==> src/rtl/fpu_pkg.sv <==
// FP32 add/sub shared types.
// Field widths, exponent limits and stage payloads.
package fpu_pkg;

  localparam int EXP_W    = 8;
  localparam int FRAC_W   = 23;
  localparam int SUM_W    = 28;
  localparam int EXP_BIAS = 127;
  localparam int EXP_MAX  = 255;
  localparam int XEXP_W   = EXP_W + 2;

  typedef struct packed {
    logic              sign;
    logic [EXP_W-1:0]  exp;
    logic [FRAC_W-1:0] frac;
  } fp32_t;

  typedef struct packed {
    logic                     special;
    logic [31:0]              special_data;
    logic                     sign;
    logic                     zero;
    logic                     uflow;
    logic signed [XEXP_W-1:0] exp;
    logic [SUM_W-2:0]         mant;
  } s1_t;

endpackage

==> src/rtl/add_sub_lzc_28bit.sv <==
// Leading-zero count over the hidden..sticky bits of the raw sum.
// Seven 4-bit leaves, topmost nonzero leaf wins.
module add_sub_lzc_28bit (
  input  logic [26:0] i_bits,
  output logic [4:0]  o_count,
  output logic        o_zero
);

  logic [27:0]      pad;
  logic [6:0]       leaf_zero;
  logic [6:0][1:0]  leaf_cnt;

  function automatic logic [1:0] lz4(input logic [3:0] n);
    logic [1:0] c;
    casez (n)
      4'b1???: c = 2'd0;
      4'b01??: c = 2'd1;
      4'b001?: c = 2'd2;
      default: c = 2'd3;
    endcase
    return c;
  endfunction

  assign pad = {i_bits, 1'b0};

  for (genvar j = 0; j < 7; j++) begin : g_leaf
    logic [3:0] nib;
    assign nib          = pad[27-4*j -: 4];
    assign leaf_zero[j] = ~|nib;
    assign leaf_cnt[j]  = lz4(nib);
  end

  // pick the most significant nonzero leaf
  always_comb begin
    o_count = 5'd27;
    for (int j = 6; j >= 0; j--) begin
      if (!leaf_zero[j])
        o_count = 5'(4 * j) + {3'b0, leaf_cnt[j]};
    end
  end

  assign o_zero = &leaf_zero;

endmodule

==> src/rtl/add_sub_normalize.sv <==
// FP32 add/sub normalize, RNE round and pack.
// Two register stages under one global stall.
module add_sub_normalize
  import fpu_pkg::*;
#(
  parameter int EXP_W  = 8,
  parameter int FRAC_W = 23,
  parameter int SUM_W  = 28
) (
  input  logic             i_clk,
  input  logic             i_rst_n,
  input  logic             i_valid,
  output logic             o_ready,
  input  logic             i_sign,
  input  logic [EXP_W-1:0] i_exp,
  input  logic [SUM_W-1:0] i_mant,
  input  logic             i_special,
  input  logic [31:0]      i_special_data,
  output logic             o_valid,
  input  logic             i_ready,
  output logic [31:0]      o_data,
  output logic             o_zero,
  output logic             o_overflow,
  output logic             o_underflow
);

  localparam logic signed [XEXP_W-1:0] X_ONE = XEXP_W'(1);
  localparam logic signed [XEXP_W-1:0] X_MAX = XEXP_W'(EXP_MAX);

  logic                     en;
  logic                     v1;
  s1_t                      s1_d;
  s1_t                      s1_q;
  logic [4:0]               lz_cnt;
  logic                     lz_zero;
  logic                     sel_spec;
  logic                     sel_carry;
  logic                     sel_zero;
  logic                     sel_flush;
  logic signed [XEXP_W-1:0] xexp_in;
  logic signed [XEXP_W-1:0] xlz;

  assign en      = !o_valid | i_ready;
  assign o_ready = en;

  add_sub_lzc_28bit u_lzc (
    .i_bits  (i_mant[SUM_W-2:0]),
    .o_count (lz_cnt),
    .o_zero  (lz_zero)
  );

  assign xexp_in   = signed'({2'b0, i_exp});
  assign xlz       = signed'({{(EXP_W-3){1'b0}}, lz_cnt});
  assign sel_spec  = i_special;
  assign sel_carry = !i_special & i_mant[SUM_W-1];
  assign sel_zero  = !i_special & !i_mant[SUM_W-1] & lz_zero;
  assign sel_flush = !i_special & !i_mant[SUM_W-1] & !lz_zero
                   & ({2'b0, i_exp} <= {{(EXP_W-3){1'b0}}, lz_cnt});

  // stage 1: normalize the raw sum
  always_comb begin
    s1_d              = '0;
    s1_d.special_data = i_special_data;
    s1_d.sign         = i_sign;
    unique case (1'b1)
      sel_spec:  s1_d.special = 1'b1;
      sel_carry: begin
        s1_d.mant = {i_mant[SUM_W-1:2], |i_mant[1:0]};
        s1_d.exp  = xexp_in + X_ONE;
      end
      sel_zero: begin
        s1_d.sign = 1'b0;
        s1_d.zero = 1'b1;
      end
      sel_flush: begin
        s1_d.zero  = 1'b1;
        s1_d.uflow = 1'b1;
      end
      default: begin
        s1_d.mant = i_mant[SUM_W-2:0] << lz_cnt;
        s1_d.exp  = xexp_in - xlz;
      end
    endcase
  end

  // stage 1 register
  always_ff @(posedge i_clk or negedge i_rst_n) begin
    if (!i_rst_n) begin
      v1   <= 1'b0;
      s1_q <= '0;
    end else if (en) begin
      v1 <= i_valid;
      if (i_valid) s1_q <= s1_d;
    end
  end

  logic                     g;
  logic                     r;
  logic                     s;
  logic                     lsb;
  logic                     rnd;
  logic                     ovf;
  logic [FRAC_W:0]          frac_r;
  logic signed [XEXP_W-1:0] exp_r;
  fp32_t                    res;
  logic                     r_zero;
  logic                     r_of;
  logic                     r_uf;

  // stage 2: round to nearest even and pack
  always_comb begin
    {lsb, g, r, s} = s1_q.mant[3:0];
    rnd    = g & (r | s | lsb);
    frac_r = {1'b0, s1_q.mant[SUM_W-3:3]}
           + {{FRAC_W{1'b0}}, rnd};
    exp_r  = s1_q.exp
           + {{(XEXP_W-1){1'b0}}, frac_r[FRAC_W]};
    ovf    = !s1_q.special & !s1_q.zero & (exp_r >= X_MAX);
    res    = '0;
    r_zero = 1'b0;
    r_of   = 1'b0;
    r_uf   = 1'b0;
    unique case (1'b1)
      s1_q.special: res = s1_q.special_data;
      s1_q.zero: begin
        res.sign = s1_q.sign;
        r_zero   = 1'b1;
        r_uf     = s1_q.uflow;
      end
      ovf: begin
        res.sign = s1_q.sign;
        res.exp  = '1;
        r_of     = 1'b1;
      end
      default: begin
        res.sign = s1_q.sign;
        res.exp  = exp_r[EXP_W-1:0];
        res.frac = frac_r[FRAC_W-1:0];
      end
    endcase
  end

  // stage 2 register drives the outputs
  always_ff @(posedge i_clk or negedge i_rst_n) begin
    if (!i_rst_n) begin
      o_valid     <= 1'b0;
      o_data      <= '0;
      o_zero      <= 1'b0;
      o_overflow  <= 1'b0;
      o_underflow <= 1'b0;
    end else if (en) begin
      o_valid <= v1;
      if (v1) begin
        o_data      <= res;
        o_zero      <= r_zero;
        o_overflow  <= r_of;
        o_underflow <= r_uf;
      end
    end
  end

endmodule

==> config.mk <==
export PLATFORM = sky130hd
export DESIGN_NAME = add_sub_normalize
export DESIGN_NICKNAME = d
export VERILOG_FILES = /design/src/rtl/fpu_pkg.sv /design/src/rtl/add_sub_lzc_28bit.sv /design/src/rtl/add_sub_normalize.sv
export SDC_FILE = /design/constraint.sdc
export NUM_CORES = 1
export LEC_CHECK = 0
export CAP_MARGIN = 20
export CORE_UTILIZATION = 40
export DETAILED_ROUTE_END_ITERATION = 7
export PLACE_DENSITY = 0.61
export RECOVER_POWER = 100
export SLEW_MARGIN = 25
export SYNTH_ARGS = -nofsm -noshare
export SYNTH_HDL_FRONTEND = slang
export SYNTH_HIERARCHICAL = 1
export SYNTH_SLANG_ARGS = --single-unit
==> constraint.sdc <==
create_clock -name i_clk -period 9 [get_ports i_clk]
set_clock_uncertainty 0.05 [all_clocks]
set_input_delay 1.8 -clock i_clk [delete_from_list [all_inputs] [get_ports i_clk]]
set_output_delay 1.8 -clock i_clk [all_outputs]
set_load 0.02 [all_outputs]
==> results.py, run 1 <==
metrics = {
    "power_and_ir_drop": {
        "irDropWorstVdd_mv": 0.0956,
        "p_int_mw": 1.04,
        "p_per_area_nw_per_um2": 181,
        "power_frac_seq_pct": 41.8,
        "clock_power_share_pct": 23.9,
        "switching_share_pct": 36.0,
        "leakagePower_nw": 3.67,
        "switchingPower_uw": 585,
        "p_comb_share_pct": 34.4,
        "p_total_mw": 1.62,
    },
    "floorplan": {
        "dieHeight_um": 138,
        "start_util_pct": 41.0,
        "die_area_um2": 19100,
        "io_pins": 111,
        "rows": 49,
        "core_um2": 18100,
        "die_width_um": 138,
    },
    "yosys": {
        "syn-num-nets": 974,
        "syn_area_per_cell_um2": 8.34,
        "synth_edf_count": 0,
        "ys.flop_type": "dfrtp_1",
        "ys_ff_latch": 109,
        "yosysWarnings": 6,
        "ys_seq_area_share_pct": 36.7,
        "syn_inst": 890,
        "synth-async-reset-ratio_pct": 100,
        "synth_top_area_share_pct": 36.7,
        "synth_top_area_cell": "dfrtp_1",
        "yosys-top-cells-count": "nand2_1 (178), dfrtp_1 (109), nor2_1 (98), a21oi_1 (87), clkbuf_1 (40)",
        "syn_area_um2": 7420,
        "yosysUniqueCellTypes": 64,
        "synth.area.top_cells": "dfrtp_1 (37%), nand2_1 (9.0%), mux4_2 (6.1%)",
        "synth.most_common_cell": "nand2_1",
    },
    "clock_network": {
        "postCtsSetupRepairBufs": 0,
        "cts.sinks": 109,
        "cts_root_buf": "clkbuf_16",
        "cts_buffer_depth": 2,
        "postCtsResizedCells": 0,
        "cts_hold_buf": 0,
        "cts_tree": "yes",
        "htreeDepth": 3,
        "clk_pin_slew_ns": 0.07,
        "cts-buffers-inserted": 9,
        "clk_latency_ns": 0.34,
    },
    "timing": {
        "rsz0062_at_grt": "false",
        "setup_ws_ns": 2.50,
        "drv_slew": 239,
        "hold_viol": 0,
        "whs_ns": 0.422,
        "maxClockFrequency_mhz": 154,
        "tns_ns": 0,
        "worst_slew_pin_slew_ns": 3.24,
        "final-setup-viol-count": 0,
        "fin_crit_sh_pct": 72.2,
        "min_period_ns": 6.50,
        "relSlewSlack_pct": -116,
    },
    "layout": {
        "drive_gt1_share_pct": 7.30,
        "diodes": 0,
        "area_growth_pct": 20.9,
        "fin_util_pct": 49.6,
        "fin_nets": 1051,
    },
    "routing": {
        "drcViolationCount": 24,
        "avgViaCountPerCell": 5.78,
        "post_drt_wl_per_cell_um": 18.4,
        "drtPass1Iterations": 8,
        "ant_nets": 0,
        "wl_um": 22200,
        "vias": 6942,
        "first_iter_violations": 661,
    },
    "placement": {
        "hpwl_um": 15800,
        "place_ws_ns": 2.57,
        "port_buffers": 110,
        "gp_congestion": 0.969,
    },
    "min_path": {
        "hold_depth": 2,
        "hold_end": "s1_q[41]$_DFFE_PN0P_",
        "min_from": "s1_q[41]$_DFFE_PN0P_",
        "hold_class": "register to register",
    },
    "global_route": {
        "track_usage_pct": 23.6,
        "grt_pass1_vias": 6456,
        "grt_max_degree": 62,
        "grt_overflow": 0,
        "antenna_found_initial": 0,
        "grt_first_pass_wirelength_um": 36200,
    },
    "setup_path": {
        "path_common_cell": "o21ai_0",
        "required_ns": 9.21,
        "crit_buf_inv": 2,
        "r2r_cells": 12,
        "crit_chain": "dlygate4sd3_1 -> nor4_1 -> nor3b_1 -> o21ai_0 -> a21oi_4 -> inv_1 -> ha_1 -> nor2b_1 -> o21ai_0 -> a32o_1 -> a21boi_0 -> o21ai_0 -> a21oi_1",
        "r2r_end": "o_data[18]$_DFFE_PN0P_",
        "cp-end-kind": "register",
        "cp_max_fo": 22,
        "cp_slowest_stage_delay_ns": 0.91,
        "crit_arrival_ns": 6.71,
        "path_class": "input port to register",
        "start_kind": "input port",
        "reg2reg_from": "s1_q[13]$_DFFE_PN0P_",
        "crit_family": "compound AO/OA/AOI/OAI gates",
        "critPathSlowestCell": "a21boi_0",
        "rrSetupSlack_ns": 4.78,
    },
    "flow_run": {
        "drv_cap": 5,
    },
    "outcome": {
        "run_status": "finished with violations",
        "violations": "design-rule violations, max-capacitance violations, max-slew violations",
    },
}
==> power by group through the flow <==
| stage | Clock [mW] | Sequential, mW | Combinational (mW) |
|---|---|---|---|
| after floorplan | 0 | 0.734 | 0.272 |
| after global placement | 0 | 0.688 | 0.573 |
| after detailed placement | 0 | 0.689 | 0.575 |
| after CTS | 0.397 | 0.680 | 0.578 |
| after global routing | 0.417 | 0.694 | 0.610 |
| final | 0.388 | 0.678 | 0.558 |
==> placed cells by master (no fill, tap or decap), types with 16 or more instances in the layout <==
cell type	synthesis	layout
a21oi_1	87	85
mux2i_1	36	36
xor2_1	21	21
dfrtp_1	109	109
o22ai_1	28	28
and3_1	16	16
nand3_1	23	23
xnor2_1	16	16
nand2_1	178	178
mux4_2	20	20
dlygate4sd3_1	0	39
nor2_1	98	98
inv_1	17	17
clkdlybuf4s50_1	0	70
o21ai_0	30	31
==> stage by stage <==
| stage | instances | cell area [um^2] |
|---|---|---|
| 2_1_floorplan | 890 | 7420 |
| 3_3_place_gp | 1185 | 8690 |
| 3_5_place_dp | 1185 | 8690 |
| 4_1_cts | 1201 | 8990 |
| 5_1_grt | 1201 | 8970 |
| 6_report | 1201 | 8970 |
==> metal layers <==
| layer | share of wire (%) | vias to the layer above | wire length (um) | track usage, % |
|---|---|---|---|---|
| met3 | 6.6 | 41 | 1460 | 3.57 |
| met1 | 48 | 3286 | 10700 | 36.1 |
| li1 | - | 3346 | - | - |
| met4 | 2.5 | 0 | 558 | 7.69 |
| met5 | 0 | - | 0 | 0 |
| met2 | 43 | 269 | 9440 | 34.0 |
==> cell type report <==
type	count	area, um^2
flip-flops and latches	109	2730
multi-input cells	708	4430
well taps	229	287
fillers	1754	9110
inverters	18	67.6
repair buffers	121	1170
clock inverters	5	43.8
clock buffers	11	253
==> registers in the layout, summed over array words and instances, names as in the netlist <==
name,flops
o_underflow,1
g,1
o_data,32
lsb,1
o_zero,1
s,1
r,1
o_overflow,1
v1,1
s1_q,68
o_valid,1
==> kinds of logic (layout without fill, tap and decap cells) <==
kind of cell / after synthesis / in the layout / share of synthesized area, %
AND/OR/NAND/NOR: 381 / 381 / 22.7
AO/OA/AOI/OAI: 212 / 212 / 17.5
flip-flops: 109 / 109 / 36.7
buffers and inverters: 73 / 155 / 4.13
multiplexers: 68 / 68 / 12.7
XOR/XNOR: 37 / 37 / 4.37
adder cells (fa/ha/maj): 10 / 10 / 1.79
==> worst min-delay path, stage by stage (launching register included) <==
cell,delay [ns]
dfrtp_1,0.34
nand2_1,0.05
nand2_1,0.06
==> worst max path at each step <==
stage,startpoint,end,slack (ns),cells after the start
final,i_mant[20],s1_q[23]$_DFFE_PN0P_,2.50,13
after global placement,i_mant[19],s1_q[4]$_DFFE_PN0P_,2.65,13
after detailed placement,i_mant[19],s1_q[4]$_DFFE_PN0P_,2.57,13
after global routing,i_rst_n,o_data[10]$_DFFE_PN0P_,1.47,2
after CTS,i_mant[19],s1_q[4]$_DFFE_PN0P_,2.92,13
after floorplan,i_mant[19],s1_q[7]$_DFFE_PN0P_,3.93,14
Power figures use the tool's default switching activity.
==> run 2: changes to the inputs <==
==> constraint.sdc (replaced) <==
create_clock -name i_clk -period 6.4 [get_ports i_clk]
set_clock_uncertainty 0.05 [all_clocks]
set_input_delay 1.28 -clock i_clk [delete_from_list [all_inputs] [get_ports i_clk]]
set_output_delay 1.28 -clock i_clk [all_outputs]
set_load 0.02 [all_outputs]
==> results.py, run 2 (same netlist as run 1, synthesis figures left out) <==
metrics = {
    "outcome": {
        "run_status": "finished with violations",
        "violations": "design-rule violations, max-capacitance violations, max-slew violations",
    },
    "setup_path": {
        "crit_arrival_ns": 5.83,
        "path_common_cell": "o21ai_0",
        "r2r_end": "o_data[12]$_DFFE_PN0P_",
        "reg2reg_from": "s1_q[12]$_DFFE_PN0P_",
        "required_ns": 6.62,
        "cp_slowest_stage_delay_ns": 0.86,
        "start_kind": "input port",
        "rrSetupSlack_ns": 2.24,
        "path_class": "input port to register",
        "crit_chain": "dlygate4sd3_1 -> nor4_1 -> nand3_1 -> inv_1 -> clkinv_1 -> ha_1 -> and3_1 -> o21ai_0 -> a32o_1 -> a21boi_0 -> o21ai_0 -> a21oi_1",
        "cp-end-kind": "register",
        "critPathSlowestCell": "a21boi_0",
        "r2r_cells": 12,
        "cp_max_fo": 9,
        "startpoint": "i_mant[19]",
    },
    "min_path": {
        "hold_depth": 2,
        "hold_end": "s1_q[39]$_DFFE_PN0P_",
        "min_from": "s1_q[39]$_DFFE_PN0P_",
        "hold_class": "register to register",
    },
    "timing": {
        "fin_crit_sh_pct": 87.6,
        "tns_ns": 0,
        "setup_ws_ns": 0.792,
        "worst_slew_pin_slew_ns": 2.96,
        "hold_viol": 0,
        "min_period_ns": 5.61,
        "maxClockFrequency_mhz": 178,
        "whs_ns": 0.426,
        "relSlewSlack_pct": -97.5,
        "final-setup-viol-count": 0,
        "drv_slew": 215,
        "rsz0062_at_grt": "false",
    },
    "floorplan": {
        "dieHeight_um": 138,
        "rows": 49,
        "die_area_um2": 19100,
        "die_width_um": 138,
        "core_um2": 18100,
        "io_pins": 111,
        "start_util_pct": 41.0,
    },
    "routing": {
        "first_iter_violations": 543,
        "avgViaCountPerCell": 5.78,
        "drtPass1Iterations": 7,
        "drcViolationCount": 24,
        "post_drt_wl_per_cell_um": 19.1,
        "ant_nets": 0,
        "vias": 6972,
        "wl_um": 23100,
    },
    "power_and_ir_drop": {
        "irDropWorstVdd_mv": 0.116,
        "p_per_area_nw_per_um2": 254,
        "leakagePower_nw": 3.70,
        "p_total_mw": 2.29,
    },
    "layout": {
        "largest_reg_flops": 68,
        "drive_gt1_share_pct": 8.08,
        "area_growth_pct": 21.3,
        "diodes": 0,
        "fin_nets": 1057,
        "fin_util_pct": 49.8,
        "largestRegisters": "s1_q: 68 flops, o_data: 32 flops",
        "regMostFlops": "s1_q",
        "final_common_cell": "nand2_1",
        "num-fill-cells": 1761,
        "final_cell_mix": "nand2_1 (178), dfrtp_1 (109), nor2_1 (98)",
    },
    "clock_network": {
        "cts_root_buf": "clkbuf_16",
        "postCtsResizedCells": 0,
        "cts_hold_buf": 0,
        "cts_buffer_depth": 2,
        "clk_latency_ns": 0.36,
        "cts_tree": "yes",
        "cts.sinks": 109,
        "cts-buffers-inserted": 9,
        "htreeDepth": 3,
        "postCtsSetupRepairBufs": 0,
        "clk_pin_slew_ns": 0.07,
    },
    "placement": {
        "gp_congestion": 0.873,
        "hpwl_um": 16600,
        "place_ws_ns": 0.746,
        "port_buffers": 110,
    },
    "global_route": {
        "track_usage_pct": 24.9,
        "grt_first_pass_wirelength_um": 37500,
        "grt_max_degree": 80,
        "antenna_found_initial": 0,
        "grt_overflow": 0,
        "grt_pass1_vias": 6554,
    },
    "flow_run": {
        "drv_cap": 4,
    },
}
## run 2: changes by cell type in the layout (fill, tap and decap cells not counted)
cell	previous run	this run
clkbuf_1	4	3
buf_4	8	14
and2_0	1	0
clkinvlp_4	0	1
inv_6	1	3
clkinv_2	0	2
clkbuf_8	2	1
and2_4	0	1
clkinv_4	4	0
clkbuf_2	0	1
## run 2: cell type report
type | instances | area [um^2] | share of cell area (%)
sequential | 109 | 2730 | 30.3
clock inverter | 6 | 43.8 | 0.486
multi-input combinational | 708 | 4430 | 49.2
inverter | 18 | 67.6 | 0.750
tap | 229 | 287 | 3.18
clock buffer | 10 | 239 | 2.65
timing repair buffer | 127 | 1210 | 13.5
## run 2: through the flow
step / instances / area [um^2]
after detailed placement: 1191 / 8740
after floorplan: 890 / 7420
after global placement: 1191 / 8740
final: 1207 / 9010
after CTS: 1207 / 9020
after global routing: 1207 / 9010
## run 2: worst max path at each step
stage / endpoint / slack (ns)
floorplan: s1_q[7]$_DFFE_PN0P_ / 1.85
global placement: s1_q[4]$_DFFE_PN0P_ / 0.78
detailed placement: s1_q[24]$_DFFE_PN0P_ / 0.75
CTS: s1_q[4]$_DFFE_PN0P_ / 1.10
global route: s1_q[36]$_DFFE_PN0P_ / 0.41
finish: s1_q[23]$_DFFE_PN0P_ / 0.79
## run 2: report_power, final
group	internal [mW]	switching, mW	total (mW)	leakage, nW
clock network	0.278	0.260	0.538	0.140
registers	0.837	0.118	0.955	1.33
logic	0.339	0.455	0.794	2.23
## run 2: layer usage
| layer | share of wire [%] | vias up | GRT usage (%) |
|---|---|---|---|
| met5 | 0 | - | 0 |
| met1 | 48 | 3309 | 37.1 |
| li1 | - | 3342 | - |
| met4 | 2.4 | 0 | 7.81 |
| met3 | 6.3 | 35 | 4.19 |
| met2 | 43 | 286 | 36.6 |
## run 2: worst max-delay path: cells and delay by family
kind	cells	cell delay [ns]
buffers and inverters	3	1.26
adder cells (fa/ha/maj)	1	0.43
AO/OA/AOI/OAI	5	1.67
AND/OR/NAND/NOR	3	1.19
==> run 3: changes to the inputs <==
--- a/config.mk
+++ b/config.mk
@@ -7,6 +7,7 @@
 export LEC_CHECK = 0
 export CAP_MARGIN = 20
 export CORE_UTILIZATION = 40
+export CTS_CLUSTER_DIAMETER = 200
 export DETAILED_ROUTE_END_ITERATION = 7
 export PLACE_DENSITY = 0.61
 export RECOVER_POWER = 100
@@ -15,3 +16,4 @@
 export SYNTH_HDL_FRONTEND = slang
 export SYNTH_HIERARCHICAL = 1
 export SYNTH_SLANG_ARGS = --single-unit
+export TNS_END_PERCENT = 5
==> results of run 3 <==
No change in the layout: final DEF, timing and power equal those of run 2.
==> patch 1 (settings of run 2) <==
Register the output `o_underflow` once more; this adds one clock of latency there. The other outputs are not delayed to match.
--- a/src/rtl/add_sub_normalize.sv
+++ b/src/rtl/add_sub_normalize.sv
@@ -26,6 +26,8 @@
 
   localparam logic signed [XEXP_W-1:0] X_ONE = XEXP_W'(1);
   localparam logic signed [XEXP_W-1:0] X_MAX = XEXP_W'(EXP_MAX);
+
+  logic o_underflow_s0;
 
   logic                     en;
   logic                     v1;
@@ -147,17 +149,21 @@
       o_data      <= '0;
       o_zero      <= 1'b0;
       o_overflow  <= 1'b0;
-      o_underflow <= 1'b0;
+      o_underflow_s0 <= 1'b0;
     end else if (en) begin
       o_valid <= v1;
       if (v1) begin
         o_data      <= res;
         o_zero      <= r_zero;
         o_overflow  <= r_of;
-        o_underflow <= r_uf;
+        o_underflow_s0 <= r_uf;
       end
     end
   end
 
+  always_ff @(posedge i_clk) begin
+    o_underflow <= o_underflow_s0;
+  end
+
 endmodule
 
Function: changed (Yosys sat finds a counterexample within 4 cycles, from zero or initial values and one cycle with i_rst_n low).
==> patch 1 against run 2 <==
The flow still finishes with violations (design-rule violations, max-capacitance violations, max-slew violations); final area shrank 0.40%; worst setup slack worse by 0.068 ns; area after synthesis grew 0.27%; sequential cell count up 1; clock power down 4.1%; routed wire length decreased by 2.6%; combinational power fell by 0.6%; power fell by 1.1%; core utilization down 0.20 points.
==> patch 1: results <==
[outcome]
status = "finished, violations left"
violations = "design-rule violations, max-capacitance violations, max-slew violations"

[finish]
largest_registers = "s1_q x68, o_data x32"
fill_cells = 1742
fin_nets = 1055
drive_above_1_share = 0.0718
diodes = 0

[pwr]
swShare = 0.357
peakVddDrop_uv = 100
p_leak_uw = 0.00368

[clock_tree]
clock_tree.buffer_depth = 2
cts_max_level = 3
cts-root-buf = "clkbuf_16"
cts_buffers = 9
clock_latency_ns = 0.35
cts_setup_buffers = 0
clk_pin_slew_ns = 0.07
post_cts_resized = 0

[yosys]
async_flop_share = 0.991
synth_common_cells = "nand2_1, dfrtp_1, nor2_1"
seq_area_frac_synth = 0.369
synth_cell_types = 65
synth.net_count = 975
synthTopCellsByArea = "dfrtp_1, nand2_1, mux4_2, a21oi_1, nor2_1"
ys_warn_count = 6

[place]
place_congestion = 0.936
dp_hpwl_um = 16300
io_buffer_count = 110
place_area_mm2 = 0.00874

[route]
drc = 26
avgViaCountPerCell = 5.77
drt-initial-drc-count = 617
drtPass1Iterations = 8
wl_per_cell_um = 18.7

[hold_path]
whs_path_depth = 0
min_path_type = "flop to flop"

[setup_path]
cp_slowest_cell = "a21boi_0"
crit_fanout = 10
critical_path_arrival_ns = 5.86
cpPeakStageDelay_ns = 0.86
crit_family = "compound AO/OA/AOI/OAI gates"

[global_routing]
grt_pass1_wl_um = 37400
grt_pass1_vias = 6658
grt_max_degree = 61
grt_use_total = 0.245
antenna_found_initial = 0

[run]
drv_cap = 3

[timing]
setup_viol = 0
slew_viol_final = 148
slew_headroom = -0.757
[patch 1: logic make-up after synthesis]
group,synth area share
and+or+nand+nor,0.226
adders and majority gates,0.0178
muxes,0.127
buffers and inverters,0.0412
DFF,0.369
xor gates and xnor gates,0.0435
AOI/OAI and AO/OA,0.175
[patch 1: power by group through the flow]
stage / clock (µW) / sequential, µW / combinational [µW]
2_1_floorplan: 0 / 1040 / 383
3_3_place_gp: 0 / 973 / 811
3_5_place_dp: 0 / 973 / 815
4_1_cts: 528 / 961 / 819
5_1_grt: 557 / 979 / 862
6_report: 516 / 956 / 789
[patch 1: cell type report]
cell class	instances	area, µm²	area share
multi-input cells	708	4410	0.492
flip-flops and latches	110	2750	0.306
repair buffers	124	1190	0.133
well taps	229	287	0.0319
clock buffers	12	246	0.0275
inverters	18	67.6	0.00753
clock inverters	3	21.3	0.00237
[patch 1: routing by layer]
layer	track usage	share of wire	up-vias
li1	-	-	3332
met1	0.362	0.48	3323
met2	0.357	0.44	255
met3	0.0430	0.063	34
met4	0.0881	0.025	0
met5	0	0	-
[patch 1: per-stage QoR]
| step | worst slack (ns) | hold slack, ns | instances | power (µW) |
|---|---|---|---|---|
| after floorplan | 1.85 | 0.297 | 891 | 1420 |
| after global placement | 0.935 | 0.308 | 1189 | 1780 |
| after detailed placement | 0.778 | 0.320 | 1189 | 1790 |
| after CTS | 1.13 | 0.336 | 1204 | 2310 |
| after global routing | 0.344 | 0.346 | 1204 | 2400 |
| final | 0.724 | 0.343 | 1204 | 2260 |
[patch 1: final timing paths]
path,start,slack [ns],endpoint
worst max-delay path,i_mant[16],0.72,s1_q[36]$_DFFE_PN0P_
worst min-delay path,o_underflow_s0$_DFFE_PN0P_,0.34,o_underflow$_DFF_P_
worst max register to register,s1_q[12]$_DFFE_PN0P_,1.92,o_data[15]$_DFFE_PN0P_
worst min register to register,o_underflow_s0$_DFFE_PN0P_,0.34,o_underflow$_DFF_P_
max in group asynchronous,i_rst_n,2.03,s1_q[8]$_DFFE_PN0P_
min in group asynchronous,i_rst_n,1.70,s1_q[69]$_DFFE_PN0P_
==> patch 2 (flow settings as in run 2) <==
Made on the original files. Set the package constant `EXP_MAX` to 191 (it was 255).
--- a/src/rtl/fpu_pkg.sv
+++ b/src/rtl/fpu_pkg.sv
@@ -6,7 +6,7 @@
   localparam int FRAC_W   = 23;
   localparam int SUM_W    = 28;
   localparam int EXP_BIAS = 127;
-  localparam int EXP_MAX  = 255;
+  localparam int EXP_MAX  = 191;
   localparam int XEXP_W   = EXP_W + 2;
 
   typedef struct packed {
Behaviour: not the same (Yosys sat finds a counterexample within 4 cycles, from zero or initial values and one cycle with i_rst_n low).
==> patch 2 against run 2 <==
The flow finishes with violations (max-capacitance violations, max-slew violations); power is 8.5% higher; sequential cell count stayed put; worst setup slack better by 0.23 ns; area after synthesis is 3.1% higher; final area is 2.1% higher; register-to-register slack worse by 1.0 ns; fmax is 4.2% higher; core utilization is 0.64 points lower; clock power is 12% higher; routed wire length is 0.43% higher; sequential power is 0.9% higher; non-clock buffer count is 1 lower; via count is 0.47% higher; critical path type unchanged.
==> patch 2: results <==
[finish]
diodes = 0
fin_cells = 1201
drive_above_1_share = 0.0858
fin_nets = 1046
largest_registers = "s1_q x68, o_data x32"

[clock_tree]
post_cts_resized = 0
clk_pin_slew_ns = 0.07
cts_buffers = 9
clock_latency_ns = 0.35
cts_max_level = 3
cts_setup_buffers = 0

[yosys]
syn_avg_cell_area_um2 = 8.69
synth_cell_types = 71
synth_common_cells = "nand2_1, dfrtp_1, nor2_1"
seq_area_frac_synth = 0.356
synth.net_count = 965
synthTopCellsByArea = "dfrtp_1, nand2_1, a21oi_1, o22ai_4, mux4_2"
yosysTopAreaCell = "dfrtp_1"

[route]
drtPass1Iterations = 6
wl_per_cell_um = 19.3
avgViaCountPerCell = 5.83
drt-initial-drc-count = 648

[pwr]
p_leak_uw = 0.00369
peakVddDrop_uv = 134

[setup_path]
crit_fanout = 18
critical_path_arrival_ns = 5.56

[timing]
slew_viol_final = 114
tightestPinTransition_ns = 2.36

[outcome]
violations = "max-capacitance violations, max-slew violations"
status = "finished, violations left"

[place]
dp_hpwl_um = 16900
io_buffer_count = 110
dp_slack_ns = 0.798
place_congestion = 0.925

[global_routing]
grt_use_total = 0.238
grt_max_degree = 74
grt_pass1_wl_um = 36800
grt_pass1_vias = 6436

[hold_path]
min_path_type = "flop to flop"

[run]
drv_cap = 3
[patch 2: changes by cell type after synthesis, sizes merged, moves of 5 or more]
cell	before	now
a32oi	2	7
o31ai	7	2
clkbuf	40	32
mux2i	36	25
buf	15	24
nor2	98	91
a221o	0	7
o211ai	7	2
nand2	178	167
[patch 2: worst max-delay path, cell delays in order]
cell           delay, ns
dlygate4sd3_1       0.67
nor4_1              0.63
nand3_1             0.33
inv_1               0.12
buf_4               0.23
inv_1               0.16
ha_1                0.35
and3_1              0.18
a21boi_0            0.13
a211o_1             0.34
o211ai_1            0.51
nor3_1              0.27
a221o_1             0.35
[patch 2: logic make-up (layout without fill, tap and decap cells)]
logic type      Yosys count  count (layout)  share of synthesized area
simple gates            372             372                      0.218
compound gates          229             229                      0.231
flops                   109             109                      0.356
buf+inv                  77             163                     0.0449
mux                      49              49                     0.0915
xor+xnor                 35              35                     0.0400
fa+ha+maj                10              10                     0.0173
[patch 2: per-layer routing]
layer,up-vias,GRT usage,routed length (µm)
met1,3350,0.353,11300
met5,-,0,0
met4,0,0.106,838
li1,3343,-,-
met2,270,0.346,9830
met3,42,0.0304,1260
[patch 2: layout make-up]
class                      count  area, µm²
sequential                   109       2730
timing repair buffer         126       1200
inverter                      21       78.8
clock buffer                  11        243
tap                          234        293
multi-input combinational    695       4580
fill                        1838       9510
clock inverter                 5       81.3
[patch 2: metrics by stage]
step | hold WS [ns] | cell area [µm²]
final | 0.433 | 9200
after global routing | 0.449 | 9200
after CTS | 0.422 | 9260
after detailed placement | 0.406 | 8940
after global placement | 0.405 | 8940
after floorplan | 0.388 | 7660
[patch 2: report_power, final]
group / switching [µW] / total (µW) / internal, µW
logic: 521 / 913 / 392
registers: 122 / 964 / 842
clock network: 249 / 604 / 355
[patch 2: final timing paths]
check	start	endpoint	slack [ns]	depth (start not counted)
max	i_mant[19]	s1_q[13]$_DFFE_PN0P_	1.02	13
min	s1_q[41]$_DFFE_PN0P_	s1_q[41]$_DFFE_PN0P_	0.43	2
max reg2reg	s1_q[5]$_DFFE_PN0P_	o_data[6]$_DFFE_PN0P_	1.23	11
min reg2reg	s1_q[41]$_DFFE_PN0P_	s1_q[41]$_DFFE_PN0P_	0.43	2
max in group asynchronous	i_rst_n	o_data[10]$_DFFE_PN0P_	2.13	2
min in group asynchronous	i_rst_n	s1_q[68]$_DFFE_PN0P_	1.27	1
